--- src/rtl/cmd_slave.sv ---
// Four-phase command slave: accumulator ALU plus a 4-entry register file.
// The command is latched in IDLE, executed in EXEC and acknowledged in RESP.
module cmd_slave #(
  parameter int WIDTH = 8
) (
  input  logic             clk,
  input  logic             rst,
  input  logic             req,
  input  logic [2:0]       c,
  input  logic [WIDTH-1:0] din,
  output logic             ack,
  output logic [WIDTH-1:0] dout,
  output logic             carry,
  output logic             busy
);

  typedef enum logic [1:0] {
    IDLE = 2'd0,
    EXEC = 2'd1,
    RESP = 2'd2
  } state_t;

  typedef enum logic [2:0] {
    OP_NOP   = 3'b000,
    OP_LOAD  = 3'b001,
    OP_ADD   = 3'b010,
    OP_SUB   = 3'b011,
    OP_SHL   = 3'b100,
    OP_SHR   = 3'b101,
    OP_STORE = 3'b110,
    OP_FETCH = 3'b111
  } op_t;

  state_t           state;
  op_t              op;
  logic [WIDTH-1:0] opnd;
  logic [WIDTH-1:0] a;
  logic [WIDTH-1:0] rf [4];

  logic [WIDTH:0]   sum;
  logic [WIDTH:0]   diff;
  logic [WIDTH-1:0] a_next;
  logic             carry_next;
  logic             rf_we;

  // Extra top bit of the widened difference is the borrow, i.e. a < opnd.
  always_comb begin
    sum        = {1'b0, a} + {1'b0, opnd};
    diff       = {1'b0, a} - {1'b0, opnd};
    a_next     = a;
    carry_next = carry;
    rf_we      = 1'b0;
    case (op)
      OP_NOP:   ;
      OP_LOAD:  a_next = opnd;
      OP_ADD:   {carry_next, a_next} = sum;
      OP_SUB:   {carry_next, a_next} = diff;
      OP_SHL: begin
        carry_next = a[WIDTH-1];
        a_next     = {a[WIDTH-2:0], 1'b0};
      end
      OP_SHR: begin
        carry_next = a[0];
        a_next     = {1'b0, a[WIDTH-1:1]};
      end
      OP_STORE: rf_we  = 1'b1;
      OP_FETCH: a_next = rf[opnd[1:0]];
      default:  ;
    endcase
  end

  always_ff @(posedge clk) begin
    if (rst) begin
      state <= IDLE;
      op    <= OP_NOP;
      opnd  <= '0;
      a     <= '0;
      carry <= 1'b0;
      ack   <= 1'b0;
      busy  <= 1'b0;
      for (int i = 0; i < 4; i++) rf[i] <= '0;
    end else begin
      case (state)
        IDLE: begin
          ack <= 1'b0;
          if (req) begin
            op    <= op_t'(c);
            opnd  <= din;
            state <= EXEC;
            busy  <= 1'b1;
          end else begin
            busy  <= 1'b0;
          end
        end
        EXEC: begin
          a     <= a_next;
          carry <= carry_next;
          if (rf_we) rf[opnd[1:0]] <= a;
          state <= RESP;
          ack   <= 1'b1;
          busy  <= 1'b1;
        end
        RESP: begin
          // Hold the response until the master withdraws req.
          if (req) begin
            ack  <= 1'b1;
            busy <= 1'b1;
          end else begin
            state <= IDLE;
            ack   <= 1'b0;
            busy  <= 1'b0;
          end
        end
        default: begin
          state <= IDLE;
          ack   <= 1'b0;
          busy  <= 1'b0;
        end
      endcase
    end
  end

  assign dout = a;

endmodule

--- config.mk ---
export PLATFORM = sky130hd
export DESIGN_NAME = cmd_slave
export DESIGN_NICKNAME = d
export VERILOG_FILES = /design/src/rtl/cmd_slave.sv
export SDC_FILE = /design/constraint.sdc
export NUM_CORES = 1
export LEC_CHECK = 0
export BUFFER_PORTS_ARGS = -buffer_cell sky130_fd_sc_hd__clkbuf_2
export CAP_MARGIN = 10
export CORE_ASPECT_RATIO = 1.5
export CORE_UTILIZATION = 45
export CTS_CLUSTER_SIZE = 24
export DETAILED_ROUTE_END_ITERATION = 8
export PLACE_DENSITY = 0.6
export SLEW_MARGIN = 0
export SYNTH_ARGS = -nofsm -noshare
export SYNTH_HDL_FRONTEND = slang
export SYNTH_SLANG_ARGS = --single-unit
--- constraint.sdc ---
create_clock -name clk -period 2.5 [get_ports clk]
set_input_delay 0.375 -clock clk [delete_from_list [all_inputs] [get_ports clk]]
set_output_delay 0.375 -clock clk [all_outputs]
set_load 0.01 [all_outputs]
==> run metrics, run 1 <==
Seq pwr share 34.7%; Mapped Area 3714 µm²; vias in the first global route 3054; post-CTS sizing 0; leakage dissipation 1.759 nW; register area share after synthesis 39.89%; DRT iter0 DRCs 156; Most used DFF post-synth edfxtp_1; Tot GR Track Use 24.27%; Slowest cell on crit path fa_1; die height 113.3 µm; CTS HTree Levels 3; DRT Pass-1 Iters 4; Overflow after GRT 0; Req. time, crit path 2.70 ns; most frequent CP cell inv_1; Slew @ Worst Pin 0.4750 ns; Longest Clk Path Bufs 2; fin crit share 92.48%; Worst setup startpoint dout[0]; post-CTS setup buffer count 0; min-delay worst type primary input to register; CP Launch Type register; final setup vio count 0; Worst R2R Path Depth 9; layout cell share with drive strength beyond 1 21.33%; critical path's largest stage delay 0.40 ns; R2R Setup Slk 0.19 ns; final hold violation count 0; pwr dens 743.7 nW/µm²; mux contribution to synthesized area 6.840%; # DRC 0; Core Footprint 8008 µm²; Place WS 0.2037 ns; Max Clock Skew 0.004814 ns; post-layout minimum cycle time 2.312 ns; Reg-to-Reg End dout[6]; fin nets 456; IO Pins 25; placed cell count 511; DR vias/cell 5.679; Syn Inst Count 377; Root Buffer clkbuf_16; Worst Hold Launch c[0]; Compound-Gate Fraction of Synth Area 17.35%; Min Hold Slack 0.2684 ns; Int Power 2.294 mW; Comb power frac 24.8%; row cnt 40; overall die width 76.17 µm; final HPWL from detailed placement 7353 µm; crit-path cells inv_1 -> ha_1 -> inv_1 -> fa_1 -> a21o_1 -> a221oi_2 -> xnor2_1 -> a221oi_1 -> a31oi_1; Max-Slew Margin vs Limit 68.33%; crit path buf inv count 2; share of flip-flops with an asynchronous set or reset 0%; WP depth 9; r2r startpoint dout[0]; Final Power 3.231 mW; CTS tree built; GPL Wtd Cong 0.9410; switching power 0.9373 mW; CTS clk-pin slew, worst paths 0.05 ns; setup slack after layout 0.1880 ns; Max Fclk 432.5 MHz; Clk network pwr share 40.5%; max cap viols 0; port buffer count 24; Max VDD drop 0.0004006 V; RSZ-0062 raised after global routing false; initial antenna violation count 0; final max-slew violation count 0; final wirelength 9602 µm; Setup CP Type register to register; largest net degree at the start of global routing 27; CP max FO 7; post-DR wirelength/cell 18.22 µm; initial core utilization 46.38%; final cell count without fillers 527; Post-Place Cell Area 4030 µm²; first-pass GRT wire length 15810 µm; adder-cell share of the synthesized area 8.827%; Skew-Pair Late Insertion Delay 0.33 ns; Fin Setup TNS 0 ns; syn_area_per_cell 9.850 µm²; Ys Warns 0; Fill cells 776; Largest delay share family, worst path compound AO/OA/AOI/OAI gates; post-synth net total 416; outcome finished clean; post-route cell area 4345 µm²; Post-DRT Antenna Nets 0; via count 2993; XOR/XNOR Fraction of Synth Area 0.4717%; CTS Hold Bufs 0; clock sink count 58; switching share of power 29.00%; CP endpoint dout[6]; Synth Area in Simple Gates 20.89%; ant diodes 0; die area 8627 µm²; Num CTS Buffers 9; Synth cell types 65; largest family of logic cells by synthesized area simple AND/OR/NAND/NOR gates; Worst setup EP type register; final core utilization 54.27%; CP Data Arrival Time 2.51 ns; P&R area growth vs syn 17.01%; synthesis-stage register bit count 58; EDFF count, synth 32
[power groups by stage]
| stage | registers (mW) | clock network, mW | logic (mW) |
|---|---|---|---|
| finish | 1.12 | 1.31 | 0.802 |
| global route | 1.13 | 1.37 | 0.893 |
| CTS | 1.12 | 1.32 | 0.803 |
| detailed placement | 1.14 | 0 | 0.799 |
| global placement | 1.14 | 0 | 0.798 |
| floorplan | 1.14 | 0 | 0.572 |
[sequential cells by signal, summed over array words and instances (netlist names), named ones only]
register / count
busy: 1
ack: 1
state: 2
op: 3
dout: 8
carry: 1
rf: 32
opnd: 8
[placed cells by master, fill, tap and decap left out, types with 3 or more instances in the layout]
cell / n
ha_1: 23
dfxtp_1: 26
and2_1: 32
nand2_1: 33
or2_2: 3
and3_1: 3
a31oi_1: 5
clkbuf_2: 24
a21oi_1: 32
a221oi_1: 4
mux2i_1: 4
edfxtp_1: 32
inv_1: 17
nand3_1: 3
buf_4: 28
a211oi_1: 3
clkbuf_1: 3
o21ai_0: 14
nor2b_1: 5
mux2_2: 3
o21a_1: 3
nand2b_1: 6
nor3_1: 13
nor2_1: 29
mux4_2: 8
clkbuf_16: 9
o31a_1: 3
[routing by layer]
| layer | global-route usage, % | vias to the layer above | part of all wire, % |
|---|---|---|---|
| met3 | 4.839 | 26 | 3.7 |
| met1 | 26.36 | 1447 | 39 |
| met5 | 0 | - | 0 |
| met4 | 11.54 | 0 | 3.0 |
| met2 | 44.91 | 75 | 54 |
| li1 | - | 1445 | - |
[synth_stat cells, types with 6 or more instances]
library cell	count	share of area [%]
a21oi_1	32	4.3
and2_1	32	5.4
buf_6	6	1.8
clkbuf_1	8	0.81
dfxtp_1	26	14
edfxtp_1	32	26
ha_1	23	7.7
inv_1	17	1.7
mux4_2	8	4.9
nand2_1	33	3.3
nand2b_1	6	1.0
nor2_1	29	2.9
nor3_1	13	1.8
o21ai_0	14	1.9
[area by class of cell]
class                      instances  area [µm²]  area share (%)
multi-input combinational        278        2019           46.47
sequential                        58        1481           34.09
timing repair buffer              52       330.3           7.601
clock buffer                      13       250.2           5.759
tap                              105       131.4           3.023
inverter                          18       67.56           1.555
clock inverter                     3       65.06           1.497
[tightest hold or removal path, cell delays in order]
cell and delay (ns):
clkbuf_2 0.08, nand2_1 0.04, a21oi_1 0.05
[kinds of logic (layout without fill, tap and decap cells)]
family / after synthesis / after routing
buffers and inverters: 41 / 86
XOR/XNOR: 2 / 2
AO/OA/AOI/OAI: 91 / 91
multiplexers: 15 / 15
adder cells (fa/ha/maj): 25 / 25
AND/OR/NAND/NOR: 145 / 145
flip-flops: 58 / 58
[worst min-delay path by stage]
| stage | end | slack [ns] | cells after the start |
|---|---|---|---|
| final | op[0] | 0.27 | 3 |
| after global routing | opnd[5] | 0.27 | 3 |
| after CTS | op[0] | 0.26 | 3 |
| after detailed placement | opnd[4] | 0.47 | 2 |
| after global placement | opnd[2] | 0.47 | 2 |
| after floorplan | opnd[2] | 0.45 | 2 |
Power figures use the tool's default switching activity.
==> run 2: changes to the inputs <==
--- a/config.mk
+++ b/config.mk
@@ -8,6 +8,7 @@
 export BUFFER_PORTS_ARGS = -buffer_cell sky130_fd_sc_hd__clkbuf_2
 export CAP_MARGIN = 10
 export CORE_ASPECT_RATIO = 1.5
+export CORE_MARGIN = 5
 export CORE_UTILIZATION = 45
 export CTS_CLUSTER_SIZE = 24
 export DETAILED_ROUTE_END_ITERATION = 8
==> run 2 against run 1 <==
Via count down 2.8%. Final cell count down 0.95%. Global-route usage fell by 3.7 points. Sequential share of layout area rose by 0.39 points. Non-clock buffer count down 5. Sequential cell count did not move. Die area grew 18%. Critical path type unchanged. Largest power group unchanged. Clock power about the same. Hold slack worse by 0.013 ns. Sequential power about the same. First-iteration DRC count down 15%.
==> run metrics, run 2 (synthesis results as in run 1) <==
DRT iter0 DRCs 133 (-15%); CTS HTree Levels 3 (unchanged); post-layout minimum cycle time 2.299 ns (-0.01253 ns); Skew-Pair Late Insertion Delay 0.34 ns (about the same); row cnt 40 (unchanged); Max VDD drop 0.0005295 V (+32%); Hold EP opnd[3]; Tot GR Track Use 20.53% (-3.7 points); CP Data Arrival Time 2.55 ns (+0.04 ns); Max Fclk 434.9 MHz (+0.54%); overall die width 84.17 µm (+11%); max cap viols 0 (unchanged); FF+latch area 1481 µm² (unchanged); Req. time, crit path 2.75 ns (+0.05 ns); first-pass GRT wire length 15820 µm (about the same); IO Pins 25 (unchanged); pwr dens 744.2 nW/µm² (about the same); # DRC 0 (unchanged); Fill cells 760 (-2.1%); crit-path cells inv_1 -> ha_1 -> nand3b_1 -> a21oi_1 -> or4_1 -> and3_1 -> a221oi_2; min-delay worst type primary input to register; post-DR wirelength/cell 18.26 µm (+0.20%); fin crit share 91.98% (-0.50 points); critical path's largest stage delay 0.49 ns (+0.09 ns); final core utilization 53.32% (-0.94 points); RSZ-0062 raised after global routing false; DR vias/cell 5.571 (-1.9%); placed cell count 506 (-0.98%); fin nets 451 (-1.1%); Overflow after GRT 0 (unchanged); initial core utilization 46.09% (-0.29 points); GPL Wtd Cong 0.9428 (+0.19%); Reg-to-Reg End dout[7]; M3 GR Usage 3.804% (-1.0 points); Hold Path Depth 3 (unchanged); Worst Hold Launch din[3]; die height 121.3 µm (+7.1%); Max Clock Skew 0.006841 ns (+0.002027 ns); die area 10210 µm² (+18%); final setup vio count 0 (unchanged); Worst setup EP type register; Max-Slew Margin vs Limit 68.25% (-0.078 points); max reg flops 32 (unchanged); Worst R2R Path Depth 7 (-2); final max-slew violation count 0 (unchanged); layout cell share with drive strength beyond 1 19.90% (-1.4 points); Post-DRT Antenna Nets 0 (unchanged); Min Hold Slack 0.2551 ns (-0.01325 ns); final HPWL from detailed placement 7293 µm (-0.81%); CP Launch Type register; Num CTS Buffers 9 (unchanged); port buffer count 24 (unchanged); via count 2908 (-2.8%); outcome finished clean; GR peak layer met2; final hold violation count 0 (unchanged); GRT met1 Usage 22.28% (-4.1 points); leakage dissipation 1.726 nW (-1.9%); post-CTS sizing 0 (unchanged); final cell count without fillers 522 (-0.95%); CTS clk-pin slew, worst paths 0.05 ns (about the same); CP max FO 7 (unchanged); CTS Hold Bufs 0 (unchanged); P&R area growth vs syn 15.70%; ant diodes 0 (unchanged); commonest non-fill, non-tap cell in the layout nand2_1; post-route cell area 4297 µm² (-1.1%); largest net degree at the start of global routing 23 (-15%); CTS tree built; DRT Pass-1 Iters 4 (unchanged); vias in the first global route 3021 (-1.1%); post-CTS setup buffer count 0 (unchanged); r2r startpoint opnd[1]; Slowest cell on crit path dfxtp_1; Core Footprint 8058 µm² (+0.63%); initial antenna violation count 0 (unchanged); final wirelength 9530 µm (-0.75%); clock sink count 58 (unchanged); most frequent cells in the layout nand2_1, and2_1, a21oi_1, edfxtp_1, nor2_1; R2R Setup Slk 0.20 ns (about the same); Longest Clk Path Bufs 2 (unchanged); Slew @ Worst Pin 0.4756 ns (+0.0005188 ns); Fin Setup TNS 0 ns (unchanged); Post-Place Cell Area 3993 µm² (-0.93%); Largest Register rf; met2 Track Usage GR 37.10% (-7.8 points); Setup CP Type register to register; Multi-input gate area 2019 µm² (unchanged); Root Buffer clkbuf_16
run 2: cell types whose count changed in the layout (fill, tap and decap cells not counted):
| cell | before | now |
|---|---|---|
| clkbuf_8 | 1 | 0 |
| clkinv_1 | 1 | 3 |
| buf_4 | 28 | 23 |
| clkinv_2 | 1 | 0 |
run 2: critical path, delay by kind of cell, from the launching register on:
family / cells / cell delay (ns)
simple gates: 3 / 0.88
flops: 1 / 0.49
fa+ha+maj: 1 / 0.34
compound gates: 2 / 0.34
buf+inv: 1 / 0.17
run 2: layer usage:
| layer | vias to the layer above | wire length [µm] |
|---|---|---|
| met5 | - | 0 |
| met4 | 0 | 315 |
| met3 | 22 | 373 |
| met2 | 69 | 5172 |
| met1 | 1375 | 3669 |
| li1 | 1442 | - |
run 2: final cells by class:
cell class	instances	share of cell area, %
inverters	18	1.573
multi-input cells	278	47.00
repair buffers	47	6.814
clock inverters	4	1.573
flip-flops and latches	58	34.48
well taps	105	3.058
clock buffers	12	5.504
run 2: worst max path at each step:
stage | from | end | depth (start not counted)
floorplan | opnd[0] | dout[6] | 8
global placement | dout[2] | dout[6] | 6
detailed placement | opnd[1] | dout[7] | 7
CTS | opnd[1] | dout[7] | 7
global route | opnd[1] | dout[7] | 7
finish | opnd[1] | dout[7] | 7
run 2: through the flow:
| stage | power [mW] | worst slack, ns |
|---|---|---|
| after global routing | 3.369 | 0.01087 |
| after CTS | 3.232 | 0.1959 |
| final | 3.197 | 0.2005 |
| after detailed placement | 1.930 | 0.2215 |
| after global placement | 1.922 | 0.2792 |
| after floorplan | 1.711 | 0.3872 |
run 2: report_power, final:
part | internal (mW) | switching [mW]
registers | 1.07 | 0.0637
clock network | 0.865 | 0.423
logic | 0.317 | 0.460
total | 2.25 | 0.947
